**config.mk**
```make
export PLATFORM = sky130hd
export DESIGN_NAME = mem_port_arbiter
export DESIGN_NICKNAME = d
export VERILOG_FILES = /design/src/rtl/mem_arb_pkg.sv /design/src/rtl/mux_2to1.sv /design/src/rtl/mem_port_arbiter.sv
export SDC_FILE = /design/constraint.sdc
export NUM_CORES = 1
export LEC_CHECK = 0
export BUFFER_PORTS_ARGS = -buffer_cell sky130_fd_sc_hd__buf_2
export CAP_MARGIN = 40
export CORE_ASPECT_RATIO = 1.2
export CORE_MARGIN = 5
export CORE_UTILIZATION = 30
export CTS_BUF_LIST = sky130_fd_sc_hd__clkbuf_4
export DETAILED_ROUTE_END_ITERATION = 8
export GPL_ROUTABILITY_DRIVEN = 0
export HOLD_SLACK_MARGIN = 0.15
export PLACE_DENSITY = 0.58
export SLEW_MARGIN = 20
export SYNTH_ARGS = -nofsm -noshare
export SYNTH_HDL_FRONTEND = slang
export SYNTH_HIERARCHICAL = 1
export SYNTH_SLANG_ARGS = --single-unit
```
**constraint.sdc**
```tcl
create_clock -name clk -period 4.6 [get_ports clk]
set_input_delay 0.23 -clock clk [delete_from_list [all_inputs] [get_ports clk]]
set_output_delay 0.23 -clock clk [all_outputs]
set_load 0.005 [all_outputs]
```
**src/rtl/mem_arb_pkg.sv**
```systemverilog
// Shared types and default widths for the two-requester memory port arbiter.
package mem_arb_pkg;

    localparam int DEF_ADDR_W = 32;
    localparam int DEF_DATA_W = 32;
    localparam int DEF_TO_CYC = 15;
    localparam int CNT_W      = 8;

    typedef enum logic [1:0] {
        IDLE = 2'd0,
        REQ  = 2'd1,
        RESP = 2'd2
    } arb_state_e;

endpackage

```
**src/rtl/mux_2to1.sv**
```systemverilog
// Generic two-input multiplexer; sel=1 selects in1.
module mux_2to1 #(
    parameter int WIDTH = 1
) (
    input  logic [WIDTH-1:0] in0,
    input  logic [WIDTH-1:0] in1,
    input  logic             sel,
    output logic [WIDTH-1:0] dout
);

    assign dout = sel ? in1 : in0;

endmodule

```
**src/rtl/mem_port_arbiter.sv**
```systemverilog
// Two-requester arbiter for one shared memory port, one transaction in flight with timeout.
// Optional build macro ARB_DATA_PRIO_EN: requester 1 always wins contention.
module mem_port_arbiter
    import mem_arb_pkg::*;
#(
    parameter int ADDR_W = DEF_ADDR_W,
    parameter int DATA_W = DEF_DATA_W,
    parameter int TO_CYC = DEF_TO_CYC
) (
    input  logic              clk,
    input  logic              rst_n,
    input  logic              r0_valid,
    output logic              r0_ready,
    input  logic [ADDR_W-1:0] r0_addr,
    input  logic [DATA_W-1:0] r0_wdata,
    input  logic              r0_we,
    output logic              r0_rvalid,
    output logic              r0_err,
    output logic [DATA_W-1:0] r0_rdata,
    input  logic              r1_valid,
    output logic              r1_ready,
    input  logic [ADDR_W-1:0] r1_addr,
    input  logic [DATA_W-1:0] r1_wdata,
    input  logic              r1_we,
    output logic              r1_rvalid,
    output logic              r1_err,
    output logic [DATA_W-1:0] r1_rdata,
    output logic              mem_req,
    input  logic              mem_gnt,
    output logic [ADDR_W-1:0] mem_addr,
    output logic [DATA_W-1:0] mem_wdata,
    output logic              mem_we,
    input  logic              mem_rvalid,
    input  logic [DATA_W-1:0] mem_rdata
);

    localparam logic [CNT_W-1:0] TO_LIM = CNT_W'(TO_CYC);

    arb_state_e        state_q, state_d;
    logic [CNT_W-1:0]  cnt_q, cnt_d;
    logic              last_q, last_d;
    logic              owner_q, owner_d;
    logic [ADDR_W-1:0] addr_q, addr_d;
    logic [DATA_W-1:0] wdata_q, wdata_d;
    logic              we_q, we_d;

    logic              winner;
    logic              any_valid;
    logic [ADDR_W-1:0] sel_addr;
    logic [DATA_W-1:0] sel_wdata;
    logic              sel_we;
    logic              timeout;
    logic              done_ok;
    logic              done_err;
    logic              done_any;

    assign any_valid = r0_valid | r1_valid;

    always_comb begin
        winner = 1'b0;
`ifdef ARB_DATA_PRIO_EN
        winner = r1_valid;
`else
        if (r0_valid && r1_valid) begin
            winner = ~last_q;
        end else begin
            winner = r1_valid;
        end
`endif
    end

    mux_2to1 #(.WIDTH(ADDR_W)) u_mux_addr (
        .in0  (r0_addr),
        .in1  (r1_addr),
        .sel  (winner),
        .dout (sel_addr)
    );

    mux_2to1 #(.WIDTH(DATA_W)) u_mux_wdata (
        .in0  (r0_wdata),
        .in1  (r1_wdata),
        .sel  (winner),
        .dout (sel_wdata)
    );

    mux_2to1 #(.WIDTH(1)) u_mux_we (
        .in0  (r0_we),
        .in1  (r1_we),
        .sel  (winner),
        .dout (sel_we)
    );

    // A real response in the timeout cycle is delivered rather than discarded.
    assign timeout  = (state_q != IDLE) && (cnt_q == TO_LIM);
    assign done_ok  = (state_q == RESP) && mem_rvalid;
    assign done_err = timeout && !done_ok;
    assign done_any = done_ok | done_err;

    always_comb begin
        state_d = state_q;
        cnt_d   = cnt_q;
        last_d  = last_q;
        owner_d = owner_q;
        addr_d  = addr_q;
        wdata_d = wdata_q;
        we_d    = we_q;
        case (state_q)
            IDLE: begin
                if (any_valid) begin
                    state_d = REQ;
                    cnt_d   = '0;
                    last_d  = winner;
                    owner_d = winner;
                    addr_d  = sel_addr;
                    wdata_d = sel_wdata;
                    we_d    = sel_we;
                end
            end
            REQ: begin
                cnt_d = cnt_q + CNT_W'(1);
                if (done_err) begin
                    state_d = IDLE;
                end else if (mem_gnt) begin
                    state_d = RESP;
                end
            end
            RESP: begin
                cnt_d = cnt_q + CNT_W'(1);
                if (done_any) begin
                    state_d = IDLE;
                end
            end
            default: begin
                state_d = IDLE;
            end
        endcase
    end

    always_ff @(posedge clk or negedge rst_n) begin
        if (!rst_n) begin
            state_q <= IDLE;
            cnt_q   <= '0;
            last_q  <= 1'b1;
            owner_q <= 1'b0;
            addr_q  <= '0;
            wdata_q <= '0;
            we_q    <= 1'b0;
        end else begin
            state_q <= state_d;
            cnt_q   <= cnt_d;
            last_q  <= last_d;
            owner_q <= owner_d;
            addr_q  <= addr_d;
            wdata_q <= wdata_d;
            we_q    <= we_d;
        end
    end

    // ready is combinational from valid, so it is gated by rst_n to stay low during reset.
    assign r0_ready  = rst_n && (state_q == IDLE) && any_valid && !winner;
    assign r1_ready  = rst_n && (state_q == IDLE) && any_valid && winner;

    assign r0_rvalid = done_any && !owner_q;
    assign r1_rvalid = done_any && owner_q;
    assign r0_err    = done_err && !owner_q;
    assign r1_err    = done_err && owner_q;
    assign r0_rdata  = (done_ok && !owner_q) ? mem_rdata : '0;
    assign r1_rdata  = (done_ok && owner_q) ? mem_rdata : '0;

    assign mem_req   = (state_q == REQ) && !timeout;
    assign mem_addr  = addr_q;
    assign mem_wdata = wdata_q;
    assign mem_we    = we_q;

endmodule

```
Yosys cells after proc, flatten, opt, wreduce, memory -nomap -nowiden
Cells that the tools add are included.
{"block": "totals", "reg_bits": 77, "inputBits": 168, "out_inout_bits": 136, "elab_cells": 56}
{"block": "classes", "add_sub_neg": 1, "reduce_logical": 26, "mux": 13, "bitwise_logic": 3, "eq_ne": 6}
{"cell": "$mux W32", "n": 4}
{"cell": "$pmux W8 S2", "n": 1}
{"cell": "$logic_and A1 B1 Y1", "n": 15}
{"cell": "$add A8 B1 Y8 const B", "n": 1}
{"cell": "$eq A8 B4 Y1 const B", "n": 1}
{"cell": "$mux W2", "n": 4}
{"cell": "$mux W8", "n": 1}
{"cell": "$pmux W2 S3", "n": 1}
{"cell": "$logic_not A1 Y1", "n": 4}
{"cell": "$ne A2 B2 Y1 const B", "n": 2}
{"cell": "$reduce_and A2 Y1", "n": 2}
{"cell": "$reduce_bool A2 Y1", "n": 2}
{"cell": "$ne A3 B3 Y1 const B", "n": 1}
{"cell": "$reduce_and A3 Y1", "n": 1}
{"cell": "$eq A2 B1 Y1 const B", "n": 1}
{"cell": "$eq A2 B2 Y1 const B", "n": 1}
{"cell": "$logic_not A2 Y1", "n": 1}
{"cell": "$mux W1", "n": 2}
{"cell": "$or A1 B1 Y1", "n": 2}
{"cell": "$reduce_or A2 Y1", "n": 1}
{"cell": "$not A1 Y1", "n": 1}

Depth between registers and ports, before layout
{"block": "logic_depth", "depth_word": 7, "depth_mapped": 8, "ltp_nobuf": 6}

Hierarchy
The synthesis kept the hierarchy.
{"mod": "mem_port_arbiter", "n_inst": 1, "cells_per_inst": 288, "area_each_um2": 3579.7, "seq_area_each_um2": 1928.1}
{"mod": "mux_2to1 (u_mux_addr ...)", "n_inst": 2, "cells_per_inst": 36, "area_each_um2": 544.3, "seq_area_each_um2": 0.0}
{"mod": "mux_2to1 (u_mux_we)", "n_inst": 1, "cells_per_inst": 1, "area_each_um2": 15.0, "seq_area_each_um2": 0.0}

Least setup slack after synthesis
Ideal clock, no wire load.
{"block": "synth_timing", "kind": "register -> register", "from": "reg state_q[0]", "to": "reg state_q[0]", "t_arrival_ns": 1.654, "path_stages_with_launch": 8, "synth_period_minus_slack_ns": 1.779, "path_slack_ns": 2.821, "path_cell_list": "dfrtp_1 > inv_1 > ha_1 > buf_4 > nor4b_4 > a22oi_1 > a21o_1 > mux2_4"}
{"block": "synth_via", "word_cells_on_any_way": 15, "cone_classes": "eq/ne: 5; mux: 2; bitwise: 1; reduce/logical: 7"}
{"element": "start: declaration", "line": "mem_port_arbiter.sv:39", "rtl": "arb_state_e state_q, state_d;"}
{"element": "start signal: assignment", "line": "mem_port_arbiter.sv:149", "rtl": "state_q <= state_d;"}
{"element": "$eq A2 B2 Y1", "line": "mem_port_arbiter.sv:95, mem_port_arbiter.sv:107"}
{"element": "$logic_and A1 B1 Y1", "line": "mem_port_arbiter.sv:95", "rtl": "assign done_ok = (state_q == RESP) && mem_rvalid;"}
{"element": "$logic_not A1 Y1", "line": "mem_port_arbiter.sv:96", "rtl": "assign done_err = timeout && !done_ok;"}
{"element": "$logic_and A1 B1 Y1", "line": "mem_port_arbiter.sv:96"}
{"element": "$mux W2", "line": "mem_port_arbiter.sv:121", "rtl": "if (done_err) begin"}
{"element": "$pmux W2 S3 *", "line": "mem_port_arbiter.sv:107", "rtl": "case (state_q)"}
{"element": "named net state_d[0]", "line": "mem_port_arbiter.sv:39"}
The timed path passes the listed nets; every way through them passes the cells marked *.
A chain may end at the register's enable or synchronous reset.

Worst setup path in the final report
{"block": "layout_timing", "from": "in r0_valid", "to": "reg addr_q[31], in the netlist mem_addr[31]"}
{"block": "layout_via", "elab_chain_cells": 3, "word_cells_on_any_way": 5, "cone_classes": "mux: 2; bitwise: 1; reduce/logical: 2"}
{"element": "start: declaration", "line": "mem_port_arbiter.sv:12", "rtl": "input logic r0_valid,"}
{"element": "$logic_and A1 B1 Y1", "line": "mem_port_arbiter.sv:64", "rtl": "if (r0_valid && r1_valid) begin"}
{"element": "$mux W1", "line": "mem_port_arbiter.sv:64"}
{"element": "named net winner", "line": "mem_port_arbiter.sv:47", "rtl": "logic winner;"}
{"element": "$mux W32", "line": "mux_2to1.sv:11", "rtl": "assign dout = sel ? in1 : in0;"}
{"element": "named net sel_addr[31]", "line": "mem_port_arbiter.sv:49", "rtl": "logic [ADDR_W-1:0] sel_addr;"}
{"element": "end signal: assignment", "line": "mem_port_arbiter.sv:153", "rtl": "addr_q <= addr_d;"}
{"element": "end: declaration", "line": "mem_port_arbiter.sv:43", "rtl": "logic [ADDR_W-1:0] addr_q, addr_d;"}
The timed path passes the listed nets, and every way through them passes these cells.

==> metrics.txt <==
status=finished clean; Mapped Nets=533; WL final=15840 um; CP endpoint kind=flop; number of synthesized register bits=77; register-to-register setup slack=1770 ps; Die W=124.1 um; kind of critical path=in -> reg; NetSw=0.001129 W; top-area cell type share of the netlist area=0.4061; Final min period=2963 ps; met2 WL=8454 um; drt drc=0; row count=50; Top Layer Used=met4; DRT met1 WL=5977 um; vias per cell=4.382; Nets=965; wire per inst=15.71 um; Worst VDD drop=0.0002247 V; Fin. Hold Viols=0; grt ovf=0; Comb power frac=0.502; Die Height=146.9 um; area of the core=0.01545 sq mm; Critical Path AT=3270 ps; I/O pins=304; Hold Crit Class=in -> reg; Pint=0.002094 W; vias in the first global route=4882; First DRT Iteration DRCs=125; CP Max Fanout=54; layout cell share with drive strength beyond 1=0.4987; Seq pwr share=0.367; dpl ws=2266 ps; switching share of power=0.3503; first-pass GRT wire length=24020 um; Initial Util=0.3031; Die ar.=0.01822 sq mm; CTS tree=built; Setup-failing EPs final=0; leakage=4.025 nW; dominant cell type by area after synthesis=dfrtp_1; CTS Buf Count=9; relative slew slack=0.4739; TritonCTS Sinks=77; Tot Pwr=0.003222 W; H-tree Lvls=3; Placement Cell Area=0.006337 sq mm; pin count of the biggest net entering global routing=55; initial antenna violation count=2; Setup crit start kind=input pin; synthesized area per cell=12.97 sq um; Max Cap Viol=0; metal3 WL=885 um; synthesized area=0.004683 sq mm; fmax=0.3375 GHz; dpl hpwl=11240 um; Synthesis Warnings=6; post-CTS resize count=0; clock slew at reported path FFs=120 ps; Final Cycle Share=0.6440; synth top area cells=dfrtp_1 (41%), mux2_4 (20%), mux2_1 (16%); I/O Buffers=303; Clk pwr share=0.130; cell area after layout=0.007823 sq mm; total global routing track utilization=0.1669; DR pass1 iterations=5; Final ANT Viol Nets=0; RSZ-0062 raised after global routing=false; worst-margin pin slew=786.3 ps; Fin Setup TNS=0 ps; Yosys cell types=37; vias post-DR=4417; Gate Count Post-Synth=361; Storage cell area=0.001928 sq mm; Clock Skew=18.45 ps; Max Root-Sink Buffers=2; filler cell count=1397; sequential element share of the synthesized area=0.4117; CP required=4910 ps; Area Overhead vs Synth=67.03%; clk_lat worst skew=440 ps; Max Transition Viols Final=0; Post-Place Cells=856; CTS root buf=clkbuf_4; footprint of the multi-input gates=0.002546 sq mm; Pwr per Cell Area=411.9 mW/mm^2; Setup WS post-layout=1637 ps; fin cells=1008
registers in the layout, indices dropped and copies added (netlist names):
signal     count
owner_q        1
last_q         1
cnt_q          8
mem_addr      32
mem_we         1
mem_wdata     32
state_q        2
cell usage after synthesis (all sizes together):
master / instances
a22o: 2
clkbuf: 6
dfrtp: 76
a21oi: 4
buf: 16
nand2b: 1
a32o: 1
nor4: 3
dfstp: 1
or3b: 1
ha: 4
nor4b: 1
nand4: 1
xnor2: 5
nand3: 4
mux2: 132
a21o: 1
o21a: 1
a31oi: 2
and4bb: 1
inv: 5
nor2: 12
a22oi: 1
nor3b: 2
nand2: 6
and2: 64
nor3: 2
and3: 1
o21ai: 4
a21boi: 1
what timing repair did:
| action | CTS | global route |
|---|---|---|
| hold buffers | 134 | 0 |
| hold endpoints to repair | 100 | 0 |
| setup buffers | 0 | 0 |
| setup endpoints to repair | 0 | 0 |
final timing paths:
kind / start / end / depth (start not counted)
max: r0_valid / mem_addr[31] / 7
min: mem_rvalid / state_q[1] / 4
max reg2reg: last_q / mem_addr[31] / 5
min reg2reg: mem_addr[14] / mem_addr[14] / 1
max in group asynchronous: rst_n / mem_addr[14] / 3
min in group asynchronous: rst_n / mem_addr[29] / 2
cell usage in the layout, fill, tap and decap left out, types with 2 or more instances in the layout:
cell	n
a31oi_1	2
mux2_4	62
o21ai_1	3
ha_1	4
buf_4	4
xnor2_1	5
inv_1	4
dfrtp_1	76
nor2_1	12
nor3_1	2
clkinv_4	2
nand2_1	6
dlygate4sd3_1	134
diode_2	2
a22o_1	2
buf_2	302
a21oi_1	4
nand3_1	4
mux2_2	5
mux2_1	65
nor4_1	3
buf_6	2
and2_1	64
clkbuf_4	10
metal layers:
metal | GRT usage | vias up
li1 | - | 2122
met1 | 0.1801 | 2131
met2 | 0.3074 | 128
met3 | 0.03196 | 36
met4 | 0.07671 | 0
met5 | 0 | -
final cells by class:
| type | instances | share of cell area |
|---|---|---|
| Antenna cell | 2 | 0.0006398 |
| Clock inverter | 6 | 0.008157 |
| Clock buffer | 10 | 0.009597 |
| Timing Repair Buffer | 443 | 0.3740 |
| Inverter | 5 | 0.002399 |
| Tap cell | 208 | 0.03327 |
| Multi-Input combinational cell | 257 | 0.3255 |
| Sequential cell | 77 | 0.2465 |
logic make-up (layout without fill, tap and decap cells):
kind of cell               count (synthesis)  count (layout)  synth area share
buffers and inverters                     27             464           0.04942
xor gates and xnor gates                   5               5          0.009350
other                                      0               2                 0
DFF                                       77              77            0.4117
and+or+nand+nor                           99              99            0.1282
AOI/OAI and AO/OA                         17              17           0.02351
adders and majority gates                  4               4           0.01069
muxes                                    132             132            0.3671
power groups by stage:
stage               clock network [W]  registers (W)  logic [W]
floorplan                           0        0.00121   0.000846
global placement                    0        0.00118    0.00142
detailed placement                  0        0.00120    0.00147
CTS                          0.000445        0.00118    0.00164
global route                 0.000472        0.00122    0.00177
finish                       0.000419        0.00118    0.00162
worst max-delay path, stage by stage:
cell           delay (ps)
dlygate4sd3_1         540
buf_2                 180
a21boi_4              610
buf_12                440
mux2_2                390
dlygate4sd3_1         560
mux2_1                280
metrics by stage:
step           utilization  hold WS [ps]
5_1_grt             0.5062         266.8
6_report            0.5062         279.9
3_5_place_dp        0.4101         224.5
4_1_cts             0.5059         221.2
2_1_floorplan            -        -65.59
3_3_place_gp        0.4087         231.5
Power figures use the tool's default switching activity.
